--- config.mk ---
export PLATFORM = sky130hd
export DESIGN_NAME = multicycle_ctrl
export DESIGN_NICKNAME = d
export VERILOG_FILES = /design/src/rtl/multicycle_ctrl_pkg.sv /design/src/rtl/multicycle_ctrl_op_decode.sv /design/src/rtl/multicycle_ctrl.sv
export SDC_FILE = /design/constraint.sdc
export NUM_CORES = 1
export LEC_CHECK = 0
export CORE_MARGIN = 2
export CORE_UTILIZATION = 31
export CTS_BUF_LIST = sky130_fd_sc_hd__clkbuf_4
export CTS_CLUSTER_SIZE = 40
export DETAILED_ROUTE_END_ITERATION = 8
export SKIP_CTS_REPAIR_TIMING = 1
export SLEW_MARGIN = 20
export SYNTH_ARGS = -nofsm -noshare
export SYNTH_HDL_FRONTEND = slang
export SYNTH_SLANG_ARGS = --single-unit
--- constraint.sdc ---
create_clock -name clk_i -period 7.35 [get_ports clk_i]
set_clock_uncertainty 0.2 [all_clocks]
set_input_delay 1.8375 -clock clk_i [delete_from_list [all_inputs] [get_ports clk_i]]
set_output_delay 1.8375 -clock clk_i [all_outputs]
set_load 0.01 [all_outputs]
--- src/rtl/multicycle_ctrl_pkg.sv ---
// Shared encodings for the multi-cycle MIPS control unit: opcodes, ALU classes,
// FSM state codes and datapath mux selects.
package multicycle_ctrl_pkg;

  localparam logic [5:0] OP_RTYPE = 6'b000000;
  localparam logic [5:0] OP_J     = 6'b000010;
  localparam logic [5:0] OP_BEQ   = 6'b000100;
  localparam logic [5:0] OP_BNE   = 6'b000101;
  localparam logic [5:0] OP_ADDI  = 6'b001000;
  localparam logic [5:0] OP_SLTIU = 6'b001011;
  localparam logic [5:0] OP_ORI   = 6'b001101;
  localparam logic [5:0] OP_LUI   = 6'b001111;
  localparam logic [5:0] OP_LW    = 6'b100011;
  localparam logic [5:0] OP_SW    = 6'b101011;

  localparam logic [2:0] ALU_RTYPE = 3'b000;
  localparam logic [2:0] ALU_ADD   = 3'b001;
  localparam logic [2:0] ALU_SLTU  = 3'b010;
  localparam logic [2:0] ALU_BEQ   = 3'b011;
  localparam logic [2:0] ALU_LUI   = 3'b100;
  localparam logic [2:0] ALU_OR    = 3'b101;
  localparam logic [2:0] ALU_BNE   = 3'b110;

  localparam logic [1:0] SRCB_RT      = 2'b00;
  localparam logic [1:0] SRCB_FOUR    = 2'b01;
  localparam logic [1:0] SRCB_IMM     = 2'b10;
  localparam logic [1:0] SRCB_IMM_SL2 = 2'b11;

  localparam logic [1:0] PCSRC_ALU    = 2'b00;
  localparam logic [1:0] PCSRC_ALUOUT = 2'b01;
  localparam logic [1:0] PCSRC_JUMP   = 2'b10;

  typedef enum logic [2:0] {
    S_IDLE   = 3'd0,
    S_FETCH  = 3'd1,
    S_DECODE = 3'd2,
    S_EXEC   = 3'd3,
    S_MEM    = 3'd4,
    S_WB     = 3'd5
  } state_e;

  typedef enum logic [2:0] {
    CLS_RTYPE = 3'd0,
    CLS_IMM   = 3'd1,
    CLS_BEQ   = 3'd2,
    CLS_BNE   = 3'd3,
    CLS_LW    = 3'd4,
    CLS_SW    = 3'd5,
    CLS_JUMP  = 3'd6
  } op_class_e;

endpackage

--- src/rtl/multicycle_ctrl_op_decode.sv ---
// Combinational opcode decoder: class, ALU op, ALU B select, extension mode, legality.
// The j opcode is legal only when MULTICYCLE_CTRL_JUMP_EN is defined.
module mc_op_decode
  import multicycle_ctrl_pkg::*;
#(
  parameter int OPCODE_W = 6
) (
  input  logic [OPCODE_W-1:0] op_i,
  output logic [2:0]          class_o,
  output logic [2:0]          alu_op_o,
  output logic [1:0]          alu_src_b_o,
  output logic                extend_zero_o,
  output logic                legal_o
);

  always_comb begin
    class_o       = CLS_RTYPE;
    alu_op_o      = ALU_RTYPE;
    alu_src_b_o   = SRCB_RT;
    extend_zero_o = 1'b0;
    legal_o       = 1'b1;
    case (op_i)
      OPCODE_W'(OP_RTYPE): class_o = CLS_RTYPE;
      OPCODE_W'(OP_ADDI):  begin class_o = CLS_IMM; alu_op_o = ALU_ADD;  alu_src_b_o = SRCB_IMM; end
      OPCODE_W'(OP_SLTIU): begin class_o = CLS_IMM; alu_op_o = ALU_SLTU; alu_src_b_o = SRCB_IMM; end
      OPCODE_W'(OP_LUI):   begin class_o = CLS_IMM; alu_op_o = ALU_LUI;  alu_src_b_o = SRCB_IMM; end
      OPCODE_W'(OP_ORI): begin
        class_o       = CLS_IMM;
        alu_op_o      = ALU_OR;
        alu_src_b_o   = SRCB_IMM;
        extend_zero_o = 1'b1;
      end
      OPCODE_W'(OP_BEQ):   begin class_o = CLS_BEQ; alu_op_o = ALU_BEQ; end
      OPCODE_W'(OP_BNE):   begin class_o = CLS_BNE; alu_op_o = ALU_BNE; end
      OPCODE_W'(OP_LW):    begin class_o = CLS_LW;  alu_op_o = ALU_ADD; alu_src_b_o = SRCB_IMM; end
      OPCODE_W'(OP_SW):    begin class_o = CLS_SW;  alu_op_o = ALU_ADD; alu_src_b_o = SRCB_IMM; end
`ifdef MULTICYCLE_CTRL_JUMP_EN
      OPCODE_W'(OP_J):     class_o = CLS_JUMP;
`endif
      default:             legal_o = 1'b0;
    endcase
  end

endmodule

--- src/rtl/multicycle_ctrl.sv ---
// Multi-cycle MIPS control FSM with memory-ready wait/timeout and retire counter.
// Optional jump support is enabled by MULTICYCLE_CTRL_JUMP_EN.
module multicycle_ctrl
  import multicycle_ctrl_pkg::*;
#(
  parameter int OPCODE_W    = 6,
  parameter int ALU_OP_W    = 3,
  parameter int MEM_TIMEOUT = 16,
  parameter int CNT_W       = 32
) (
  input  logic                clk_i,
  input  logic                rst_i,
  input  logic [OPCODE_W-1:0] instr_op_i,
  input  logic                mem_ready_i,
  output logic                pc_write_o,
  output logic                pc_write_cond_o,
  output logic                branch_ne_o,
  output logic [1:0]          pc_src_o,
  output logic                ir_write_o,
  output logic                iord_o,
  output logic                mem_read_o,
  output logic                mem_write_o,
  output logic                mem_to_reg_o,
  output logic                reg_write_o,
  output logic                reg_dst_o,
  output logic                alu_src_a_o,
  output logic [1:0]          alu_src_b_o,
  output logic [ALU_OP_W-1:0] alu_op_o,
  output logic                extend_zero_o,
  output logic                illegal_o,
  output logic                timeout_o,
  output logic [2:0]          state_o,
  output logic [CNT_W-1:0]    instr_cnt_o
);

  localparam int WAIT_W = (MEM_TIMEOUT < 2) ? 1 : $clog2(MEM_TIMEOUT);
  localparam logic [WAIT_W-1:0] WAIT_LAST = WAIT_W'((MEM_TIMEOUT == 0) ? 0 : MEM_TIMEOUT - 1);

  state_e              state_q, state_d;
  logic [OPCODE_W-1:0] op_q, op_d;
  logic [WAIT_W-1:0]   wait_q, wait_d;
  logic [CNT_W-1:0]    cnt_q, cnt_d;
  logic                retire, waiting, expired;
  logic [2:0]          alu_op3;

  logic [OPCODE_W-1:0] dec_op;
  logic [2:0]          dec_class, dec_alu_op;
  logic [1:0]          dec_src_b;
  logic                dec_ez, dec_legal;
  op_class_e           cls;

  // DECODE judges the live opcode; later states work from the latched copy.
  assign dec_op = (state_q == S_DECODE) ? instr_op_i : op_q;
  assign cls    = op_class_e'(dec_class);

  mc_op_decode #(.OPCODE_W(OPCODE_W)) u_dec (
    .op_i          (dec_op),
    .class_o       (dec_class),
    .alu_op_o      (dec_alu_op),
    .alu_src_b_o   (dec_src_b),
    .extend_zero_o (dec_ez),
    .legal_o       (dec_legal)
  );

  always_ff @(posedge clk_i or negedge rst_i) begin
    if (!rst_i) begin
      state_q <= S_IDLE;
      op_q    <= '0;
      wait_q  <= '0;
      cnt_q   <= '0;
    end else begin
      state_q <= state_d;
      op_q    <= op_d;
      wait_q  <= wait_d;
      cnt_q   <= cnt_d;
    end
  end

  always_comb begin
    state_d         = state_q;
    op_d            = op_q;
    retire          = 1'b0;
    pc_write_o      = 1'b0;
    pc_write_cond_o = 1'b0;
    branch_ne_o     = 1'b0;
    pc_src_o        = PCSRC_ALU;
    ir_write_o      = 1'b0;
    iord_o          = 1'b0;
    mem_read_o      = 1'b0;
    mem_write_o     = 1'b0;
    mem_to_reg_o    = 1'b0;
    reg_write_o     = 1'b0;
    reg_dst_o       = 1'b0;
    alu_src_a_o     = 1'b0;
    alu_src_b_o     = SRCB_RT;
    alu_op3         = ALU_RTYPE;
    extend_zero_o   = 1'b0;
    illegal_o       = 1'b0;
    timeout_o       = 1'b0;

    waiting = ((state_q == S_FETCH) || (state_q == S_MEM)) && !mem_ready_i;
    expired = waiting && (MEM_TIMEOUT != 0) && (wait_q == WAIT_LAST);

    case (state_q)
      S_IDLE: state_d = S_FETCH;
      S_FETCH: begin
        mem_read_o  = !expired;
        alu_src_b_o = SRCB_FOUR;
        alu_op3     = ALU_ADD;
        if (mem_ready_i) begin
          ir_write_o = 1'b1;
          pc_write_o = 1'b1;
          state_d    = S_DECODE;
        end else if (expired) begin
          timeout_o = 1'b1;
        end
      end
      S_DECODE: begin
        op_d        = instr_op_i;
        alu_src_b_o = SRCB_IMM_SL2;
        alu_op3     = ALU_ADD;
        if (dec_legal) begin
          state_d = S_EXEC;
        end else begin
          illegal_o = 1'b1;
          state_d   = S_FETCH;
        end
      end
      S_EXEC: begin
        // rs feeds ALU A for every executed operation (compare, address, arithmetic).
        alu_src_a_o   = 1'b1;
        alu_src_b_o   = dec_src_b;
        alu_op3       = dec_alu_op;
        extend_zero_o = dec_ez;
        state_d       = S_FETCH;
        if (dec_legal) begin
          case (cls)
            CLS_RTYPE, CLS_IMM: state_d = S_WB;
            CLS_BEQ, CLS_BNE: begin
              pc_write_cond_o = 1'b1;
              pc_src_o        = PCSRC_ALUOUT;
              branch_ne_o     = (cls == CLS_BNE);
              retire          = 1'b1;
            end
            CLS_LW, CLS_SW: state_d = S_MEM;
`ifdef MULTICYCLE_CTRL_JUMP_EN
            CLS_JUMP: begin
              alu_src_a_o = 1'b0;
              pc_write_o  = 1'b1;
              pc_src_o    = PCSRC_JUMP;
              retire      = 1'b1;
            end
`endif
            default: state_d = S_FETCH;
          endcase
        end
      end
      S_MEM: begin
        iord_o = 1'b1;
        if ((cls != CLS_LW) && (cls != CLS_SW)) begin
          state_d = S_FETCH;
        end else begin
          mem_read_o  = (cls == CLS_LW) && !expired;
          mem_write_o = (cls == CLS_SW) && !expired;
          if (mem_ready_i) begin
            state_d = (cls == CLS_LW) ? S_WB : S_FETCH;
            retire  = (cls == CLS_SW);
          end else if (expired) begin
            timeout_o = 1'b1;
            state_d   = S_FETCH;
          end
        end
      end
      S_WB: begin
        reg_write_o  = 1'b1;
        reg_dst_o    = (cls == CLS_RTYPE);
        mem_to_reg_o = (cls == CLS_LW);
        retire       = 1'b1;
        state_d      = S_FETCH;
      end
      default: state_d = S_FETCH;
    endcase

    // A timeout in FETCH keeps the state, so it must clear the count explicitly.
    if ((state_d != state_q) || expired) begin
      wait_d = '0;
    end else if (waiting) begin
      wait_d = wait_q + WAIT_W'(1);
    end else begin
      wait_d = wait_q;
    end

    cnt_d = retire ? cnt_q + CNT_W'(1) : cnt_q;
  end

  assign alu_op_o    = ALU_OP_W'(alu_op3);
  assign state_o     = state_q;
  assign instr_cnt_o = cnt_q;

endmodule
==> impl_metrics.py, run 1 <==
metrics = {
    "timing": {
        "hold_violations": 0,
        "clock.fmax_ghz": 0.165,
        "max_slew_margin_pct": 32.4,
        "fin_crit_ps": 6060,
        "fin_crit_sh_pct": 82.4,
        "maxSlewViolCount": 0,
        "tns_ps": 0,
        "setup_viol": 0,
        "tightest_slew_ps": 1010,
        "rsz0062_at_grt": "false",
        "timing.hold.ws_ps": 298,
    },
    "floorplanning": {
        "core_sq_mm": 0.00868,
        "dieHeight_um": 98.5,
        "start_util_pct": 31.9,
        "fp-row-count": 34,
        "die-area_sq_mm": 0.00970,
        "die_x_um": 98.5,
        "io-pin-count": 65,
    },
    "worst_setup_path": {
        "critical_path_peak_fanout": 10,
        "cp.arrival_ps": 4020,
        "cp-end-kind": "output pin",
        "crit_family": "buffers and inverters",
        "crit_buf_inv": 2,
        "crit_chain": "clkdlybuf4s50_1 -> nand4b_1 -> nor3_1 -> nor2_1 -> a311oi_1 -> clkdlybuf4s50_1",
        "crit_path_frequent_cell": "clkdlybuf4s50_1",
        "max_stage_delay_ps": 580,
        "setup.worst_path.class": "input pin to output pin",
        "start_kind": "input pin",
        "required_ps": 5310,
        "crit_slowest_cell": "clkdlybuf4s50_1",
    },
    "global_routing": {
        "grt.busiest_layer": "met2",
        "grt_start_max_net_pins": 46,
        "met3_usage_pct": 2.34,
        "first_global_vias": 2218,
        "track_usage_pct": 14.2,
        "met1_usage_pct": 20.3,
        "grt_use_met2_pct": 22.3,
        "grt_pass1_wl_um": 11300,
        "antenna_found_initial": 0,
        "grt_remaining_overflow": 0,
    },
    "power": {
        "p_leak_nw": 1.45,
        "vdd_ir_drop_max_mv": 0.0936,
        "power.density_mw_per_mm2": 250,
    },
    "drt": {
        "dr_total_vias": 2328,
        "avgRoutedWirePerCell_um": 14.7,
        "dr.pass1.iters": 4,
        "drt-initial-drc-count": 89,
        "drt-total-wl_um": 6760,
        "drc": 0,
        "via_per_inst": 5.06,
        "ant_nets": 0,
    },
    "synth": {
        "syn-cell-area_sq_mm": 0.00277,
        "synthFlopType": "dfrtp_1",
        "avgSynthCellArea_sq_um": 9.32,
        "yosysSeqAreaShare_pct": 40.7,
        "synth-edff-count": 0,
        "synth_cells": 297,
        "synth.distinct_cells": 60,
        "async_flop_share_pct": 100,
        "ys_ff_latch": 45,
        "syn_nets": 308,
        "ys_warn_count": 0,
    },
    "cells_and_area": {
        "n_fill_cell": 895,
        "drive_gt1_share_pct": 8.52,
        "final_cells": 460,
        "syn_to_final_growth_pct": 26.0,
        "nets": 362,
        "antenna_cells": 0,
    },
    "clock_tree": {
        "h-tree-depth": 2,
        "cts_sinks": 45,
        "ctsRootBufferMaster": "clkbuf_4",
        "clockBufferDepth": 2,
        "clkTransAtPathRegs_ps": 130,
        "numCtsBuffers": 5,
        "clk_latency_ps": 360,
        "cts_tree": "done",
    },
    "placed_design": {
        "hpwlAfterDp_um": 4990,
        "dp_cells": 452,
        "io_buffers": 63,
        "gp_congestion": 0.941,
    },
    "run": {
        "maxCapViolCount": 0,
    },
    "outcome": {
        "status": "complete, no violations",
    },
    "worst_hold_path": {
        "hp-class": "flip-flop to flip-flop",
    },
}
==> synth_stat cells (6+ instances only) <==
cell	instances	share of area, %
buf_2	6	1.1
dfrtp_1	45	41
inv_1	12	1.6
nand2_1	30	4.1
nand3_1	14	2.5
nand4_1	17	3.8
nor2_1	27	3.7
nor3_1	15	2.7
o21ai_0	6	1.1
xnor2_1	25	7.9
xor2_1	13	4.1
==> cell type report <==
type | instances | area [sq um] | share of cell area [%]
clock buffers | 6 | 45.0 | 1.29
flip-flops and latches | 45 | 1130 | 32.3
multi-input cells | 222 | 1480 | 42.5
repair buffers | 65 | 643 | 18.4
well taps | 108 | 135 | 3.87
clock inverters | 2 | 10.0 | 0.287
inverters | 12 | 45.0 | 1.29
==> logic make-up after synthesis <==
family,count (synthesis),share of synthesized area (%)
AOI/OAI and AO/OA,31,8.82
xor gates and xnor gates,38,12.0
adders and majority gates,2,0.904
buffers and inverters,30,5.70
DFF,45,40.7
muxes,6,2.22
other,1,0.135
and+or+nand+nor,144,29.5
==> stage by stage <==
step | setup WS, ps | power [mW] | utilization, % | area [sq um]
after floorplan | 2220 | 0.610 | - | 2770
after global placement | 1330 | 0.752 | 39.5 | 3430
after detailed placement | 1290 | 0.756 | 39.5 | 3430
after CTS | 1290 | 0.881 | 40.2 | 3490
after global routing | 1100 | 0.938 | 40.2 | 3490
final | 1290 | 0.872 | 40.2 | 3490
==> registers in the layout, indices dropped and copies added, names as in the netlist <==
register	count
instr_cnt_o	32
op_q	6
wait_q	4
state_o	3
==> worst reg2reg max path: cells and delay by family, from the launching register on <==
kind	cells	cell delay, ps
xor+xnor	1	190
simple gates	3	1080
compound gates	1	470
flops	1	680
==> power breakdown <==
part           internal (mW)  leakage (nW)  switching [mW]  total, mW
Combinational          0.193         0.826           0.193      0.386
Clock                 0.0403        0.0354          0.0809      0.121
Sequential             0.282         0.591          0.0825      0.364
Total                  0.515          1.45           0.357      0.872
==> placed cells by master (no fill, tap or decap), drive strengths merged, types with 2 or more instances in the layout <==
cell / n
and3: 5
nor4: 6
nand3: 14
nand2b: 5
nand2: 30
xor2: 13
nor3: 19
a21o: 2
mux2i: 5
nand4b: 2
clkdlybuf4s50: 62
dfrtp: 45
a21oi: 4
and2: 2
or2: 3
o41ai: 2
xnor2: 25
nor2: 28
or3b: 2
nand4: 17
clkbuf: 6
nor2b: 3
clkinv: 2
a211oi: 2
o22ai: 2
ha: 2
inv: 12
buf: 3
o21ai: 7
==> final timing paths <==
check	start	to	slack (ps)	cells past startpoint
worst max register to register	state_o[2]	instr_cnt_o[30]	4630	5
worst min-delay path	instr_cnt_o[31]	instr_cnt_o[31]	300	1
worst min register to register	instr_cnt_o[31]	instr_cnt_o[31]	300	1
max in group asynchronous	rst_i	op_q[0]	5290	1
worst max-delay path	instr_op_i[2]	alu_src_b_o[1]	1290	6
min in group asynchronous	rst_i	instr_cnt_o[22]	1250	1
==> routing by layer <==
layer	part of all wire (%)	up-vias
met5	0	-
met2	48	49
met4	1.4	0
li1	-	1148
met1	47	1122
met3	2.9	9
(Power assumes the default switching activity.)
==> inputs of run 2 (changes only) <==
clock period = 6.2 ns   (was 7.35 ns; I/O delays follow)
==> run 2 against run 1 <==
- sequential power rose by 19%
- final area did not move
- die area did not move
- total power rose by 19%
- first-iteration DRC count fell by 19%
- clock power rose by 20%
- non-clock buffer count did not move
- routed wire length rose by 0.34%
- flip-flop and latch count did not move
- sequential share of layout area did not move
- final cell count did not move
- register-to-register slack got worse by 1100 ps
- critical path type unchanged
- largest cell class unchanged
- highest routed layer unchanged
==> impl_metrics.py, run 2 (synthesis results as in run 1) <==
metrics = {
    "outcome": {
        "status": "complete, no violations",
    },
    "timing": {
        "max_slew_margin_pct": 32.7,
        "tightest_slew_ps": 1000,
        "rsz0062_at_grt": "false",
        "fin_crit_ps": 5460,
        "hold_violations": 0,
        "maxSlewViolCount": 0,
        "tns_ps": 0,
        "setup_viol": 0,
        "clock.fmax_ghz": 0.183,
        "fin_crit_sh_pct": 88.1,
    },
    "power": {
        "cell_internal_pwr_mw": 0.610,
        "comb_power_share_pct": 44.2,
        "power.density_mw_per_mm2": 297,
        "pwr-share-seq_pct": 41.8,
        "clkPwrFrac_pct": 14.0,
        "vdd_ir_drop_max_mv": 0.164,
        "p_leak_nw": 1.45,
        "switching_share_pct": 41.1,
        "power_switching_mw": 0.426,
    },
    "global_routing": {
        "grt_start_max_net_pins": 46,
        "grt_pass1_wl_um": 11300,
        "first_global_vias": 2236,
        "grt_remaining_overflow": 0,
        "antenna_found_initial": 0,
        "track_usage_pct": 14.2,
    },
    "floorplanning": {
        "die-area_sq_mm": 0.00970,
        "fp-row-count": 34,
        "io-pin-count": 65,
        "start_util_pct": 31.9,
        "die_x_um": 98.5,
        "core_sq_mm": 0.00868,
        "dieHeight_um": 98.5,
    },
    "drt": {
        "dr_total_vias": 2293,
        "avgRoutedWirePerCell_um": 14.7,
        "dr.pass1.iters": 4,
        "drc": 0,
        "via_per_inst": 4.98,
        "ant_nets": 0,
        "drt-initial-drc-count": 72,
        "drt-total-wl_um": 6780,
    },
    "cells_and_area": {
        "drive_gt1_share_pct": 8.52,
        "n_fill_cell": 900,
        "final_cell_mix": "clkdlybuf4s50_1 (62), dfrtp_1 (45), nand2_1 (30), nor2_1 (27), xnor2_1 (25)",
        "final_cells": 460,
        "seqCellArea_sq_mm": 0.00113,
        "largest_reg_flops": 32,
        "mostFrequentLayoutCell": "clkdlybuf4s50_1",
        "nets": 362,
        "antenna_cells": 0,
        "syn_to_final_growth_pct": 26.0,
        "multiInputGateArea_sq_mm": 0.00148,
    },
    "worst_setup_path": {
        "rrSetupSlack_ps": 3500,
        "start_kind": "input pin",
        "reg2regPathDepth": 5,
        "cp.arrival_ps": 3710,
        "crit_path_frequent_cell": "clkdlybuf4s50_1",
        "critical_path_peak_fanout": 10,
        "r2r_end": "instr_cnt_o[26]",
        "setup.worst_path.class": "input pin to output pin",
        "crit_chain": "clkdlybuf4s50_1 -> nand4b_1 -> nor3_1 -> nor2_1 -> a311oi_1 -> clkdlybuf4s50_1",
        "max_stage_delay_ps": 580,
        "r2r_start": "state_o[2]",
        "crit_slowest_cell": "clkdlybuf4s50_1",
        "cp-end-kind": "output pin",
        "required_ps": 4450,
    },
    "clock_tree": {
        "clk_latency_ps": 350,
        "clkTransAtPathRegs_ps": 140,
        "clockBufferDepth": 2,
        "h-tree-depth": 2,
        "cts_tree": "done",
        "numCtsBuffers": 5,
        "cts_sinks": 45,
        "ctsRootBufferMaster": "clkbuf_4",
    },
    "placed_design": {
        "io_buffers": 63,
        "gp_congestion": 0.941,
        "hpwlAfterDp_um": 5010,
        "dp_cells": 452,
    },
    "worst_hold_path": {
        "hp-start": "instr_cnt_o[31]",
        "worstHoldPathCells": 1,
        "hold_end": "instr_cnt_o[31]",
        "hp-class": "flip-flop to flip-flop",
    },
    "run": {
        "maxCapViolCount": 0,
    },
}
run 2: cell counts in the layout (fill, tap and decap cells not counted):
No cell type changed its count.
run 2: layout make-up:
class | count | share of cell area (%)
inverters | 12 | 1.29
repair buffers | 65 | 18.4
multi-input cells | 222 | 42.5
flip-flops and latches | 45 | 32.3
clock buffers | 6 | 1.29
clock inverters | 2 | 0.287
well taps | 108 | 3.87
run 2: how the worst max path moves through the flow:
stage	from	endpoint	cells past startpoint
2_1_floorplan	instr_op_i[2]	branch_ne_o	6
3_3_place_gp	instr_op_i[2]	branch_ne_o	7
3_5_place_dp	mem_ready_i	mem_read_o	6
4_1_cts	mem_ready_i	mem_read_o	6
5_1_grt	instr_op_i[0]	alu_src_b_o[1]	6
6_report	instr_op_i[2]	alu_src_b_o[1]	6
run 2: power groups by stage:
stage                     combinational [mW]  sequential, mW  clock, mW
after detailed placement               0.458           0.437          0
final                                  0.457           0.433      0.145
after global routing                   0.505           0.445      0.163
after floorplan                        0.342           0.381          0
after CTS                              0.459           0.432      0.152
after global placement                 0.458           0.434          0
run 2: worst max-delay path: cells and delay by family:
family / cells / cell delay [ps]
buf+inv: 2 / 1150
simple gates: 3 / 710
compound gates: 1 / 300
run 2: per-stage QoR:
step	power (mW)	instance area [sq um]	hold slack, ps	setup slack (ps)	utilization (%)
after floorplan	0.723	2770	304	1640	-
after global placement	0.892	3430	283	757	39.5
after detailed placement	0.895	3430	278	745	39.5
after CTS	1.04	3490	296	743	40.2
after global routing	1.11	3490	316	535	40.2
final	1.04	3490	298	739	40.2
run 2: metal layers:
layer | global-route usage [%] | up-vias | wire (um)
li1 | - | 1139 | -
met1 | 20.4 | 1104 | 3250
met2 | 22.6 | 42 | 3270
met3 | 2.27 | 8 | 171
met4 | 3.58 | 0 | 96
met5 | 0 | - | 0
==> inputs of run 3 (changes only) <==
==> constraint.sdc (replaced) <==
create_clock -name clk_i -period 6.2 [get_ports clk_i]
set_clock_uncertainty 0.2 [all_clocks]
set_input_delay 0.62 -clock clk_i [delete_from_list [all_inputs] [get_ports clk_i]]
set_output_delay 0.62 -clock clk_i [all_outputs]
set_load 0.01 [all_outputs]
==> run 3 against run 2 <==
- final cell count is 0.22% lower
- flip-flop and latch count stayed put
- critical path type is now flip-flop to output pin
- global-route usage is 0.23 points lower
- sequential power hardly changed
- critical path depth stayed put
- highest routed layer unchanged
- setup slack better by 1500 ps
- total power is 0.52% lower
- hold slack worse by 250 ps
- non-clock buffer count is 1 lower
- combinational power hardly changed
- core utilization hardly changed
- largest cell class unchanged
==> impl_metrics.py, run 3 (synthesis results as in run 1) <==
metrics = {
    "worst_setup_path": {
        "crit_family": "simple AND/OR/NAND/NOR gates",
        "crit_cells": 6,
        "crit_chain": "nor3b_4 -> mux2i_1 -> xor2_1 -> nand2b_1 -> a311oi_1 -> clkdlybuf4s50_1",
        "critical_path_peak_fanout": 17,
        "cp-endpoint": "alu_src_b_o[1]",
        "start_kind": "flip-flop",
        "r2r_end": "instr_cnt_o[16]",
        "reg2regPathDepth": 5,
        "cp.arrival_ps": 3180,
        "startpoint": "state_o[1]",
        "cp-end-kind": "output pin",
        "r2r_start": "state_o[2]",
        "crit_slowest_cell": "nor3b_4",
        "required_ps": 5380,
        "crit_buf_inv": 1,
        "setup.worst_path.class": "flip-flop to output pin",
        "rrSetupSlack_ps": 3510,
        "max_stage_delay_ps": 710,
    },
    "placed_design": {
        "hpwlAfterDp_um": 4970,
        "io_buffers": 63,
        "gp_congestion": 0.788,
        "dpl_cell_area_sq_mm": 0.00342,
    },
    "floorplanning": {
        "die_x_um": 98.5,
        "core_sq_mm": 0.00868,
        "io-pin-count": 65,
        "start_util_pct": 31.9,
        "dieHeight_um": 98.5,
        "fp-row-count": 34,
        "die-area_sq_mm": 0.00970,
    },
    "drt": {
        "avgRoutedWirePerCell_um": 14.4,
        "ant_nets": 0,
        "drt-initial-drc-count": 83,
        "drt-total-wl_um": 6630,
        "dr.pass1.iters": 4,
        "drc": 0,
        "dr_total_vias": 2324,
        "via_per_inst": 5.06,
    },
    "cells_and_area": {
        "nets": 361,
        "drive_gt1_share_pct": 8.26,
        "largest_reg_flops": 32,
        "mostFrequentLayoutCell": "clkdlybuf4s50_1",
        "antenna_cells": 0,
        "syn_to_final_growth_pct": 26.0,
        "final_cell_area_sq_mm": 0.00349,
        "final_cell_mix": "clkdlybuf4s50_1 (62), dfrtp_1 (45), nand2_1 (30), nor2_1 (27), xnor2_1 (25)",
    },
    "global_routing": {
        "grt_remaining_overflow": 0,
        "grt_start_max_net_pins": 46,
        "first_global_vias": 2243,
        "grt_pass1_wl_um": 11200,
        "antenna_found_initial": 0,
        "track_usage_pct": 14.0,
    },
    "clock_tree": {
        "ctsRootBufferMaster": "clkbuf_4",
        "clk_latency_ps": 350,
        "clkTransAtPathRegs_ps": 130,
        "cts_sinks": 45,
        "h-tree-depth": 2,
        "clockBufferDepth": 2,
        "numCtsBuffers": 5,
        "cts_tree": "done",
    },
    "timing": {
        "tns_ps": 0,
        "hold_violations": 0,
        "rsz0062_at_grt": "false",
        "maxSlewViolCount": 0,
        "fin_crit_sh_pct": 64.5,
        "setup_viol": 0,
        "clock.fmax_ghz": 0.250,
        "tightest_slew_ps": 1020,
        "fin_crit_ps": 4000,
        "max_slew_margin_pct": 31.5,
    },
    "worst_hold_path": {
        "hp-class": "input pin to asynchronous set/reset pin",
    },
    "power": {
        "power.density_mw_per_mm2": 296,
        "vdd_ir_drop_max_mv": 0.164,
        "p_leak_nw": 1.45,
    },
    "run": {
        "maxCapViolCount": 0,
    },
    "outcome": {
        "status": "complete, no violations",
    },
}
-- run 3: power breakdown --
part / switching [mW] / internal (mW)
logic: 0.229 / 0.229
registers: 0.0966 / 0.334
clock network: 0.0945 / 0.0478
-- run 3: per-stage QoR --
stage | worst slack [ps] | hold slack (ps) | instances | utilization, % | total power, mW
6_report | 2200 | 45.6 | 459 | 40.2 | 1.03
5_1_grt | 1990 | 68.9 | 459 | 40.2 | 1.11
4_1_cts | 1960 | 255 | 459 | 40.1 | 1.04
3_5_place_dp | 2380 | 287 | 451 | 39.4 | 0.890
3_3_place_gp | 2410 | 284 | 451 | 39.4 | 0.887
2_1_floorplan | 3390 | 124 | 297 | - | 0.723
-- run 3: cell type report --
| type | instances | area [sq um] |
|---|---|---|
| Sequential cell | 45 | 1130 |
| Multi-Input combinational cell | 222 | 1490 |
| Clock buffer | 6 | 45.0 |
| Tap cell | 108 | 135 |
| Clock inverter | 2 | 10.0 |
| Inverter | 12 | 45.0 |
| Timing Repair Buffer | 64 | 636 |
| Fill cell | 910 | 5190 |
-- run 3: worst min-delay path by stage --
stage / end / slack (ps)
2_1_floorplan: instr_cnt_o[0] / 120
4_1_cts: instr_cnt_o[24] / 250
3_3_place_gp: instr_cnt_o[31] / 280
6_report: instr_cnt_o[24] / 50
3_5_place_dp: instr_cnt_o[31] / 290
5_1_grt: instr_cnt_o[24] / 70
-- run 3: routing by layer --
layer  global-route usage, %  part of all wire, %
met1                    19.5                   48
met2                    23.2                   48
met3                    2.20                  3.0
met4                    3.06                 0.74
met5                       0                    0
